[src/rtl/game_state_ctrl_pkg.sv]
// rtl/game_state_ctrl_pkg.sv - game flow state encodings and default lives/level/frame constants
package game_state_ctrl_pkg;

  typedef enum logic [2:0] {
    ST_IDLE        = 3'd0,
    ST_SPAWN       = 3'd1,
    ST_RUNNING     = 3'd2,
    ST_DYING       = 3'd3,
    ST_LEVEL_CLEAR = 3'd4,
    ST_GAME_OVER   = 3'd5,
    ST_PAUSED      = 3'd6
  } game_state_t;

  localparam int DEF_NUM_LIVES    = 3;
  localparam int DEF_MAX_LEVEL    = 9;
  localparam int DEF_SPAWN_FRAMES = 30;
  localparam int DEF_DEATH_FRAMES = 60;
  localparam int DEF_CLEAR_FRAMES = 45;
  localparam int DEF_FRM_W        = 8;

endpackage

[src/rtl/game_state_ctrl_frame_timer.sv]
// rtl/game_state_ctrl_frame_timer.sv - frame_timer: counts frame ticks, synchronous clear wins over tick
module frame_timer #(
  parameter int FRM_W = 8
) (
  input  logic             i_Clk,
  input  logic             i_Rst_L,
  input  logic             clear,
  input  logic             tick,
  output logic [FRM_W-1:0] count
);

  always_ff @(posedge i_Clk or negedge i_Rst_L) begin
    if (!i_Rst_L) begin
      count <= '0;
    end else if (clear) begin
      count <= '0;
    end else if (tick) begin
      count <= count + 1'b1;
    end
  end

endmodule

[src/rtl/game_state_ctrl.sv]
// rtl/game_state_ctrl.sv - game flow controller (lives, levels, timed phases);
// define GAME_PAUSE_EN to enable the PAUSED state driven by i_Pause edges.
module game_state_ctrl
  import game_state_ctrl_pkg::*;
#(
  parameter int NUM_LIVES    = DEF_NUM_LIVES,
  parameter int MAX_LEVEL    = DEF_MAX_LEVEL,
  parameter int SPAWN_FRAMES = DEF_SPAWN_FRAMES,
  parameter int DEATH_FRAMES = DEF_DEATH_FRAMES,
  parameter int CLEAR_FRAMES = DEF_CLEAR_FRAMES,
  parameter int FRM_W        = DEF_FRM_W,
  localparam int LIVES_W     = $clog2(NUM_LIVES + 1),
  localparam int LEVEL_W     = $clog2(MAX_LEVEL + 1)
) (
  input  logic               i_Clk,
  input  logic               i_Rst_L,
  input  logic               i_Frame_Tick,
  input  logic               i_Start,
  input  logic               i_Pause,
  input  logic               i_Collision,
  input  logic               i_Level_Up,
  output logic               o_Game_Active,
  output logic               o_Frog_Reset,
  output logic [LIVES_W-1:0] o_Lives,
  output logic [LEVEL_W-1:0] o_Level,
  output logic               o_Game_Over,
  output logic [2:0]         o_State
);

  localparam logic [LIVES_W-1:0] LIVES_INIT = LIVES_W'(NUM_LIVES);
  localparam logic [LEVEL_W-1:0] LEVEL_MAX  = LEVEL_W'(MAX_LEVEL);
  localparam logic [FRM_W-1:0]   SPAWN_N    = FRM_W'(SPAWN_FRAMES);
  localparam logic [FRM_W-1:0]   DEATH_N    = FRM_W'(DEATH_FRAMES);
  localparam logic [FRM_W-1:0]   CLEAR_N    = FRM_W'(CLEAR_FRAMES);

  game_state_t      state;
  logic             start_q;
  logic             start_edge;
  logic             pause_edge;
  logic [FRM_W-1:0] frm_count;
  logic             timed_phase;
  logic             phase_done;
  logic             timer_clr;

  assign o_State = state;

  always_ff @(posedge i_Clk or negedge i_Rst_L) begin
    if (!i_Rst_L) begin
      start_q <= 1'b0;
    end else begin
      start_q <= i_Start;
    end
  end
  assign start_edge = i_Start & ~start_q;

`ifdef GAME_PAUSE_EN
  logic pause_q;
  always_ff @(posedge i_Clk or negedge i_Rst_L) begin
    if (!i_Rst_L) begin
      pause_q <= 1'b0;
    end else begin
      pause_q <= i_Pause;
    end
  end
  assign pause_edge = i_Pause & ~pause_q;
`else
  logic unused_pause;
  assign unused_pause = i_Pause;
  assign pause_edge   = 1'b0;
`endif

  // Timer is held at zero outside timed phases, so entry from those states starts at 0.
  assign timed_phase = (state == ST_SPAWN) || (state == ST_DYING) || (state == ST_LEVEL_CLEAR);

  always_comb begin
    phase_done = 1'b0;
    case (state)
      ST_SPAWN:       phase_done = (frm_count == SPAWN_N);
      ST_DYING:       phase_done = (frm_count == DEATH_N);
      ST_LEVEL_CLEAR: phase_done = (frm_count == CLEAR_N);
      default:        phase_done = 1'b0;
    endcase
  end

  assign timer_clr = ~timed_phase | phase_done;

  frame_timer #(
    .FRM_W (FRM_W)
  ) u_frame_timer (
    .i_Clk   (i_Clk),
    .i_Rst_L (i_Rst_L),
    .clear   (timer_clr),
    .tick    (i_Frame_Tick),
    .count   (frm_count)
  );

  always_ff @(posedge i_Clk or negedge i_Rst_L) begin
    if (!i_Rst_L) begin
      state         <= ST_IDLE;
      o_Lives       <= LIVES_INIT;
      o_Level       <= '0;
      o_Game_Active <= 1'b0;
      o_Frog_Reset  <= 1'b0;
      o_Game_Over   <= 1'b0;
    end else begin
      o_Frog_Reset <= 1'b0;
      case (state)
        ST_IDLE: begin
          if (start_edge) begin
            state        <= ST_SPAWN;
            o_Lives      <= LIVES_INIT;
            o_Level      <= '0;
            o_Frog_Reset <= 1'b1;
          end
        end
        ST_SPAWN: begin
          if (phase_done) begin
            state         <= ST_RUNNING;
            o_Game_Active <= 1'b1;
          end
        end
        ST_RUNNING: begin
          // Collision outranks level-up, which outranks pause.
          if (i_Collision) begin
            state         <= ST_DYING;
            o_Lives       <= o_Lives - 1'b1;
            o_Game_Active <= 1'b0;
          end else if (i_Level_Up) begin
            state         <= ST_LEVEL_CLEAR;
            o_Game_Active <= 1'b0;
            if (o_Level != LEVEL_MAX) begin
              o_Level <= o_Level + 1'b1;
            end
          end else if (pause_edge) begin
            state         <= ST_PAUSED;
            o_Game_Active <= 1'b0;
          end
        end
        ST_DYING: begin
          if (phase_done) begin
            if (o_Lives == '0) begin
              state       <= ST_GAME_OVER;
              o_Game_Over <= 1'b1;
            end else begin
              state        <= ST_SPAWN;
              o_Frog_Reset <= 1'b1;
            end
          end
        end
        ST_LEVEL_CLEAR: begin
          if (phase_done) begin
            state        <= ST_SPAWN;
            o_Frog_Reset <= 1'b1;
          end
        end
        ST_GAME_OVER: begin
          if (start_edge) begin
            state       <= ST_IDLE;
            o_Game_Over <= 1'b0;
          end
        end
        ST_PAUSED: begin
          if (pause_edge) begin
            state         <= ST_RUNNING;
            o_Game_Active <= 1'b1;
          end
        end
        default: begin
          state         <= ST_IDLE;
          o_Game_Active <= 1'b0;
          o_Game_Over   <= 1'b0;
        end
      endcase
    end
  end

endmodule

[config.mk]
export PLATFORM = sky130hd
export DESIGN_NAME = game_state_ctrl
export DESIGN_NICKNAME = d
export VERILOG_FILES = /design/src/rtl/game_state_ctrl_pkg.sv /design/src/rtl/game_state_ctrl_frame_timer.sv /design/src/rtl/game_state_ctrl.sv
export SDC_FILE = /design/constraint.sdc
export NUM_CORES = 1
export LEC_CHECK = 0
export CORE_ASPECT_RATIO = 2
export CORE_MARGIN = 5
export CORE_UTILIZATION = 40
export CTS_CLUSTER_SIZE = 12
export DETAILED_ROUTE_END_ITERATION = 8
export PLACE_DENSITY = 0.7
export SYNTH_ARGS = -nofsm -noshare
export SYNTH_HDL_FRONTEND = slang
export SYNTH_SLANG_ARGS = --single-unit
[constraint.sdc]
create_clock -name i_Clk -period 2.2 [get_ports i_Clk]
set_input_delay 0.44 -clock i_Clk [delete_from_list [all_inputs] [get_ports i_Clk]]
set_output_delay 0.44 -clock i_Clk [all_outputs]
set_load 0.01 [all_outputs]
* Word level (Yosys, flattened, before mapping) *
Cells that the tools add are included.

word-level totals
  logic and storage cells = 85
  flip-flop bits (word level) = 21

cells by class
  add/subtract/negate cells = 3
  muxes and demuxes = 33
  bitwise logic cells = 7
  reductions and logical operators = 13
  eq/ne operators = 21

operators with widths
  kind                   count
  $mux W3                8
  $pmux W3 S7            1
  $ne A2 B2 Y1 const B   9
  $eq A8 B6 Y1 const B   2
  $mux W4                4
  $mux W8                2
  $pmux W1 S3            4
  $mux W1                10
  $reduce_or A5 Y1       2
  $eq A3 B3 Y1 const B   3
  $add A8 B1 Y8 const B  1
  $eq A8 B5 Y1 const B   1
  $pmux W4 S2            1
  $reduce_and A7 Y1      1
  $eq A3 B2 Y1 const B   2
  $reduce_and A3 Y1      2
  $not A1 Y1             5
  $reduce_and A5 Y1      1
  $add A4 B1 Y4 const B  1
  $mux W2                2
  $ne A4 B4 Y1 const B   1
  $pmux W2 S2            1
  $reduce_and A4 Y1      1
  $reduce_bool A2 Y1     2
  other kinds (9)        10

* Longest topological paths before layout *
Gate-level depths: netlist of the first run.

  depth in word-level cells = 6
  depth in mapped cells = 7

* Hierarchy *
Synthesis of the first run repeated with hierarchy kept, for this count alone.

unflattened totals
  cells, all modules = 145
  area total of the unflattened synthesis = 1385.1 µm²

modules (own cells, without submodules)
  module           times used  area each (µm²)  cells each
  game_state_ctrl  1           988.4            108
  frame_timer      1           396.6            37

* Worst setup path before layout of the first run *
Ideal clock, no wire load.

  path kind = register to register
  from = register state[1] (netlist: o_State[1])
  to = register state[2] (netlist: o_State[2])
  library setup time = 0.125 ns
  setup slack = 0.112 ns
  period minus slack after synthesis = 2.088 ns
  cell stages (with the launch flop) = 7
  data arrival time = 1.963 ns
  path through = dfrtp_1 -> buf_6 -> and2_4 -> or4b_4 -> a311oi_4 -> o21ai_2 -> mux2_4

on the way
  cells in the longest elaborated chain, start to end = 4

RTL lines
  what                                        line                                           text
  start, declared                             game_state_ctrl.sv:36                          game_state_t state;
  start signal, assigned                      game_state_ctrl.sv:99                          state <= ST_IDLE;
  start signal, assigned                      game_state_ctrl.sv:110                         state <= ST_SPAWN;
  start signal, assigned                      game_state_ctrl.sv:118                         state <= ST_RUNNING;
  $eq A3 B3 Y1, or another cell as far along  game_state_ctrl.sv:77, game_state_ctrl.sv:107
  $pmux W1 S3                                 game_state_ctrl.sv:77                          case (state)
  $ne A2 B2 Y1 (no line)                      n/a
  $reduce_and A7 Y1 (no line)                 n/a

Several ways; a longest one is shown, not always the timed one.
A chain may end at the register's enable or synchronous reset.

* Worst setup path after layout of the first run *
  from = register state[1] (netlist: o_State[1])
  to = register u_frame_timer.count[0]

on the way
  cells in the longest elaborated chain, start to end = 6

RTL lines
  what                                                  line                               text
  branches (longest 4 deep; another with $eq A3 B3 Y1)  n/a
  $or A1 B1 Y1 *                                        game_state_ctrl.sv:85              assign timer_clr = ~timed_phase | phase_done;
  $mux W8 / $reduce_bool A2 Y1 (equally long branches)  n/a
  end signal, assigned                                  game_state_ctrl_frame_timer.sv:18  count <= count + 1'b1;
  end, declared                                         game_state_ctrl_frame_timer.sv:9   output logic [FRM_W-1:0] count

Every way passes the cells marked *.

==> results.json, run 1 <==
{
  "status": "finished, final reports clean",
  "async_flop_share_pct": 100,
  "wl_met1_um": 1100,
  "wl_per_cell_um": 14.5,
  "dieArea_um2": 4490,
  "cts_tree": "built",
  "synth_top_cell_area_share_pct": 37.3,
  "core_um2": 3120,
  "start_util_pct": 40.9,
  "path_clk_slew_ps": 80,
  "rsz0062_at_grt": "no",
  "ys_seq_elements": 21,
  "topRoutingLayerUsed": "met4",
  "clock_path_buffers": 2,
  "cts_root_buf": "clkbuf_8",
  "path_cells": "and2_4, or4b_4, a311oi_4, or2_1, buf_4, nor2_1",
  "dr.pass1.iters": 3,
  "area_growth_pct": 24.4,
  "netlist_top_cells_area": "dfrtp_1 (37%), nor2_1 (6.2%), dfstp_2 (4.1%)",
  "power.leakage_nw": 0.705,
  "grt_start_max_net_pins": 22,
  "clk_latency_ps": 270,
  "path_max_fanout": 4,
  "ctsHoldBuffers": 0,
  "grt_pass1_wl_um": 5030,
  "finClkSkew_ps": 2.17,
  "drv_cap": 0,
  "power_density_nw_per_um2": 1060,
  "r2r.worst_path.cells": 6,
  "antenna_found_initial": 0,
  "yosysWarnings": 0,
  "yosys.area.top_type": "dfrtp_1",
  "vdd_drop_max_uv": 608,
  "layout.nets": 175,
  "tightest_slew_ps": 439,
  "synth_nets": 147,
  "arrival_ps": 2150,
  "synth_edf_count": 0,
  "yosysSeqAreaShare_pct": 41.4,
  "finalSetupViolCount": 0,
  "n_fill_cell": 310,
  "dp_slack_ps": -65.3,
  "route.vias.total": 1075,
  "ant_nets": 0,
  "fp.dieH_um": 89.9,
  "die_w_um": 49.9,
  "worst-path-buf-inv": 1,
  "final.setup.tns_ps": 0,
  "htreeDepth": 1,
  "drt_iter0_markers": 6,
  "via_per_inst": 5.54,
  "drc": 0,
  "ys.flop_type": "dfrtp_1",
  "dpl.hpwl_um": 2210,
  "diodes": 0,
  "syn_avg_cell_area_um2": 9.38,
  "critPathMaxStageDelay_ps": 490,
  "cp_slowest_cell": "or4b_4",
  "cp-end-kind": "flip-flop",
  "fin_crit_sh_pct": 90.6,
  "period_needed_ps": 1990,
  "hp-class": "primary input to async pin",
  "syn_inst": 136,
  "setup_ws_ps": 206,
  "drive_gt1_share_pct": 15.3,
  "hold_slack_ps": 517,
  "portBuffers": 17,
  "ys_types": 45,
  "synthMostInstantiatedCell": "nor2_1",
  "cts_buffers": 3,
  "dp.cells": 190,
  "globalRouteTotalUtil_pct": 13.8,
  "ios": 19,
  "wl_um": 2820,
  "grt_pass1_vias": 1165,
  "dr_wl_met2_um": 1600,
  "hold_viol": 0,
  "worstSetupStartpointType": "flip-flop",
  "final_cells": 194,
  "netlist_area_um2": 1280,
  "power.total_mw": 1.68,
  "maxSlewViolCount": 0,
  "yosys-top-cells-count": "nor2_1 (21), dfrtp_1 (19), nand2_1 (6), xor2_1 (6)",
  "cp.depth": 6,
  "gp_congestion": 0.799,
  "critPathTopFamily": "simple AND/OR/NAND/NOR gates",
  "path_class": "flip-flop to flip-flop",
  "fmax_ghz": 0.501,
  "grt_overflow": 0,
  "cts.sinks": 21,
  "slew_headroom_pct": 70.0,
  "met3_length_um": 72,
  "critical_path_required_ps": 2360,
  "core.rowCount": 29
}
## cells in the final DEF (no fill, tap or decap), types with 4 or more instances in the layout
cell             synthesis  final
nor2_1                  21     21
dfrtp_1                 19     19
clkdlybuf4s50_1          0     17
buf_4                    2     12
nand2_1                  6      6
xor2_1                   6      6
inv_1                    5      5
o21ai_1                  5      5
nand3_1                  5      5
a21oi_1                  4      4
o21ai_0                  4      4
ha_1                     4      4
## flip-flops by register name (all words and copies together), names as in the netlist
| name | cells |
|---|---|
| u_frame_timer.count | 8 |
| o_Level | 4 |
| o_Game_Over | 1 |
| o_Game_Active | 1 |
| start_q | 1 |
| o_Lives | 2 |
| o_State | 3 |
| o_Frog_Reset | 1 |
## final timing paths
| check | start | to | slack, ps |
|---|---|---|---|
| setup / recovery | o_State[1] | u_frame_timer.count[0] | 210 |
| hold / removal | i_Rst_L | o_State[0] | 520 |
| setup reg to reg | o_State[1] | u_frame_timer.count[0] | 210 |
| hold reg to reg | o_Game_Over | o_Game_Over | 530 |
| max in group asynchronous | i_Rst_L | o_Lives[1] | 1410 |
| min in group i_Clk | o_Game_Over | o_Game_Over | 530 |
## stage by stage
| stage | area, um^2 | util, % |
|---|---|---|
| finish | 1590 | 50.9 |
| global route | 1590 | 50.9 |
| CTS | 1580 | 50.7 |
| detailed placement | 1540 | 49.2 |
| global placement | 1540 | 49.2 |
| floorplan | 1280 | - |
## layout make-up
type,instances,area (um^2),area share (%)
clock buffers,3,41.3,2.60
clock inverters,1,5.00,0.315
inverters,6,22.5,1.42
multi-input cells,103,692,43.6
flip-flops and latches,21,528,33.3
well taps,31,38.8,2.44
repair buffers,29,260,16.4
## what timing repair did
item	in CTS	in global routing
buffers inserted	0	0
hold endpoints to repair	0	0
resized for setup	0	1
setup endpoints to repair	0	1
## cells by family after synthesis
family | after synthesis | synth area share [%]
AOI/OAI and AO/OA | 25 | 13.6
xor gates and xnor gates | 9 | 6.18
adders and majority gates | 4 | 3.92
buffers and inverters | 12 | 4.80
DFF | 21 | 41.4
muxes | 4 | 3.63
and+or+nand+nor | 61 | 26.5
## layer usage
metal  vias to the layer above  global-route usage, %
li1                        533                      -
met1                       523                   14.8
met2                        16                   26.0
met3                         3                   2.48
met4                         0                   3.94
met5                         -                      0
## power breakdown
group / leakage (nW) / internal (mW) / switching, mW
combinational: 0.405 / 0.421 / 0.424
clock: 0.0255 / 0.127 / 0.131
sequential: 0.274 / 0.484 / 0.0961
total: 0.705 / 1.03 / 0.651
No activity file was read; power rests on OpenSTA's default activity.
==> run 2, diff against run 1 <==
--- a/config.mk
+++ b/config.mk
@@ -8,9 +8,11 @@
 export CORE_ASPECT_RATIO = 2
 export CORE_MARGIN = 5
 export CORE_UTILIZATION = 40
+export CTS_CLUSTER_DIAMETER = 30
 export CTS_CLUSTER_SIZE = 12
 export DETAILED_ROUTE_END_ITERATION = 8
 export PLACE_DENSITY = 0.7
 export SYNTH_ARGS = -nofsm -noshare
 export SYNTH_HDL_FRONTEND = slang
+export SYNTH_HIERARCHICAL = 1
 export SYNTH_SLANG_ARGS = --single-unit
==> results.json, run 2 <==
{
  "path_clk_slew_ps": 80,
  "gp_congestion": 0.816,
  "arrival_ps": 2270,
  "n_fill_cell": 326,
  "globalRouteTotalUtil_pct": 15.6,
  "grt_overflow": 0,
  "async_flop_share_pct": 100,
  "ys_types": 46,
  "drive_gt1_share_pct": 25.3,
  "final_cells": 214,
  "via_per_inst": 5.72,
  "hold_viol": 0,
  "area_growth_pct": 27.7,
  "yosysSeqAreaShare_pct": 38.1,
  "grt_pass1_vias": 1306,
  "ys.flop_type": "dfrtp_1",
  "netlist_top_cells_area": "dfrtp_1 (34%), nor2_1 (4.3%), dfstp_2 (3.8%)",
  "portBuffers": 17,
  "hp-class": "primary input to async pin",
  "fmax_ghz": 0.474,
  "vdd_drop_max_uv": 578,
  "clk_latency_ps": 270,
  "fin_crit_sh_pct": 95.9,
  "yosysWarnings": 6,
  "cts_tree": "built",
  "largest_reg_flops": 8,
  "htreeDepth": 1,
  "critical_path_required_ps": 2360,
  "utilization_pct": 52.4,
  "ctsHoldBuffers": 0,
  "cts_resized": 0,
  "path_max_fanout": 5,
  "drc": 0,
  "path_class": "flip-flop to flip-flop",
  "yosys-top-cells-count": "dfrtp_1 (19), nor2_1 (16), nand2_1 (14)",
  "start_util_pct": 41.0,
  "dp.cells": 210,
  "final_area_um2": 1770,
  "synth_nets": 156,
  "top_register": "u_frame_timer/count",
  "power.total_mw": 1.71,
  "grt_start_max_net_pins": 22,
  "synth_top_cell_area_share_pct": 34.3,
  "multi_input_area_um2": 773,
  "core.rowCount": 30,
  "ys_seq_elements": 21,
  "synthMostInstantiatedCell": "dfrtp_1",
  "antenna_found_initial": 0,
  "placed_cell_area_um2": 1720,
  "netlist_area_um2": 1390,
  "ant_nets": 0,
  "hold_slack_ps": 513,
  "core_um2": 3380,
  "grt_pass1_wl_um": 5770,
  "fp.dieH_um": 93.2,
  "final_cell_mix": "buf_4 (24), dfrtp_1 (18), clkdlybuf4s50_1 (17)",
  "layout.nets": 194,
  "slew_headroom_pct": 70.2,
  "diodes": 0,
  "syn_inst": 145,
  "dr.pass1.iters": 4,
  "cts.sinks": 21,
  "period_needed_ps": 2110,
  "status": "finished, final reports clean",
  "die_w_um": 51.6,
  "ios": 19,
  "cts_buffers": 3,
  "tightest_slew_ps": 446,
  "synth_edf_count": 0,
  "final_common_cell": "buf_4",
  "finalSetupViolCount": 0,
  "clock_path_buffers": 2,
  "finClkSkew_ps": 1.76,
  "seq_area_um2": 529,
  "cts_root_buf": "clkbuf_8",
  "maxSlewViolCount": 0,
  "syn_avg_cell_area_um2": 9.55,
  "power.leakage_nw": 0.755,
  "wl_per_cell_um": 15.4,
  "wl_um": 3300,
  "drt_iter0_markers": 27,
  "route.vias.total": 1224,
  "cp-end-kind": "flip-flop",
  "r2r.worst_path.cells": 10,
  "drv_cap": 0,
  "yosys.area.top_type": "dfrtp_1",
  "dpl.hpwl_um": 2620,
  "worstSetupStartpointType": "flip-flop",
  "post-cts-setup-buffer-count": 0,
  "power_density_nw_per_um2": 967,
  "dieArea_um2": 4810
}
==> run 2: cell count changes in the layout (fill, tap and decap cells not counted), moves of 5 or more <==
cell and change:
buf_4 +12, nand2_1 +8, nor2_1 -5, o21ai_0 +5
==> run 2: path summary, 6_finish.rpt <==
check	from	to	slack [ps]
max	o_State[0]	u_frame_timer/count[3]	90
min	i_Rst_L	u_frame_timer/count[2]	510
max reg2reg	o_State[0]	u_frame_timer/count[3]	90
min reg2reg	o_Game_Active	o_Game_Active	510
max in group asynchronous	i_Rst_L	o_Lives[1]	1410
min in group i_Clk	o_Game_Active	o_Game_Active	510
==> run 2: metrics by stage <==
step | worst slack [ps] | setup TNS [ps]
6_report | 89.3 | 0
5_1_grt | -6.67 | -6.67
4_1_cts | 8.08 | 0
3_5_place_dp | 13.6 | 0
3_3_place_gp | 27.5 | 0
2_1_floorplan | -12.5 | -24.8
==> run 2: kinds of logic after synthesis <==
group / share of synthesized area [%]
adders and majority gates: 3.61
buffers and inverters: 8.13
muxes: 1.45
xor gates and xnor gates: 3.79
DFF: 38.1
AOI/OAI and AO/OA: 17.5
and+or+nand+nor: 27.4
==> run 2: worst max-delay path, cell delays in order (launching register included) <==
cell       delay [ps]
dfrtp_1           390
buf_4             160
buf_4             150
nand4bb_1         100
a21oi_1           110
o311ai_4          330
o21ai_2           140
o2111ai_4         240
buf_4             160
xor2_1            160
nor2_1             60
==> run 2: metal layers <==
metal  wire [um]  vias to the layer above  track usage [%]  part of all wire (%)
li1            -                      588                -                     -
met1        1190                      593             15.1                    36
met2        1900                       32             30.2                    58
met3          94                       11             1.91                   2.9
met4         113                        0             7.88                   3.4
met5           0                        -                0                     0
==> run 2: final cells by class <==
type                            count  area share, %
Multi-Input combinational cell    108           43.7
Clock inverter                      1          0.283
Sequential cell                    21           29.9
Inverter                            8           1.70
Timing Repair Buffer               41           19.8
Clock buffer                        3           2.33
Tap cell                           32           2.26
==> run 2: report_power, final <==
part	internal [mW]	switching (mW)	total [mW]	leakage, nW
combinational	0.410	0.420	0.829	0.466
sequential	0.505	0.112	0.617	0.264
clock	0.127	0.138	0.264	0.0255
==> run 3, diff against run 2 <==
--- a/config.mk
+++ b/config.mk
@@ -5,6 +5,7 @@
 export SDC_FILE = /design/constraint.sdc
 export NUM_CORES = 1
 export LEC_CHECK = 0
+export CAP_MARGIN = 20
 export CORE_ASPECT_RATIO = 2
 export CORE_MARGIN = 5
 export CORE_UTILIZATION = 40
==> results of run 3 <==
The final DEF is identical to that of run 2; final timing and power are the same.
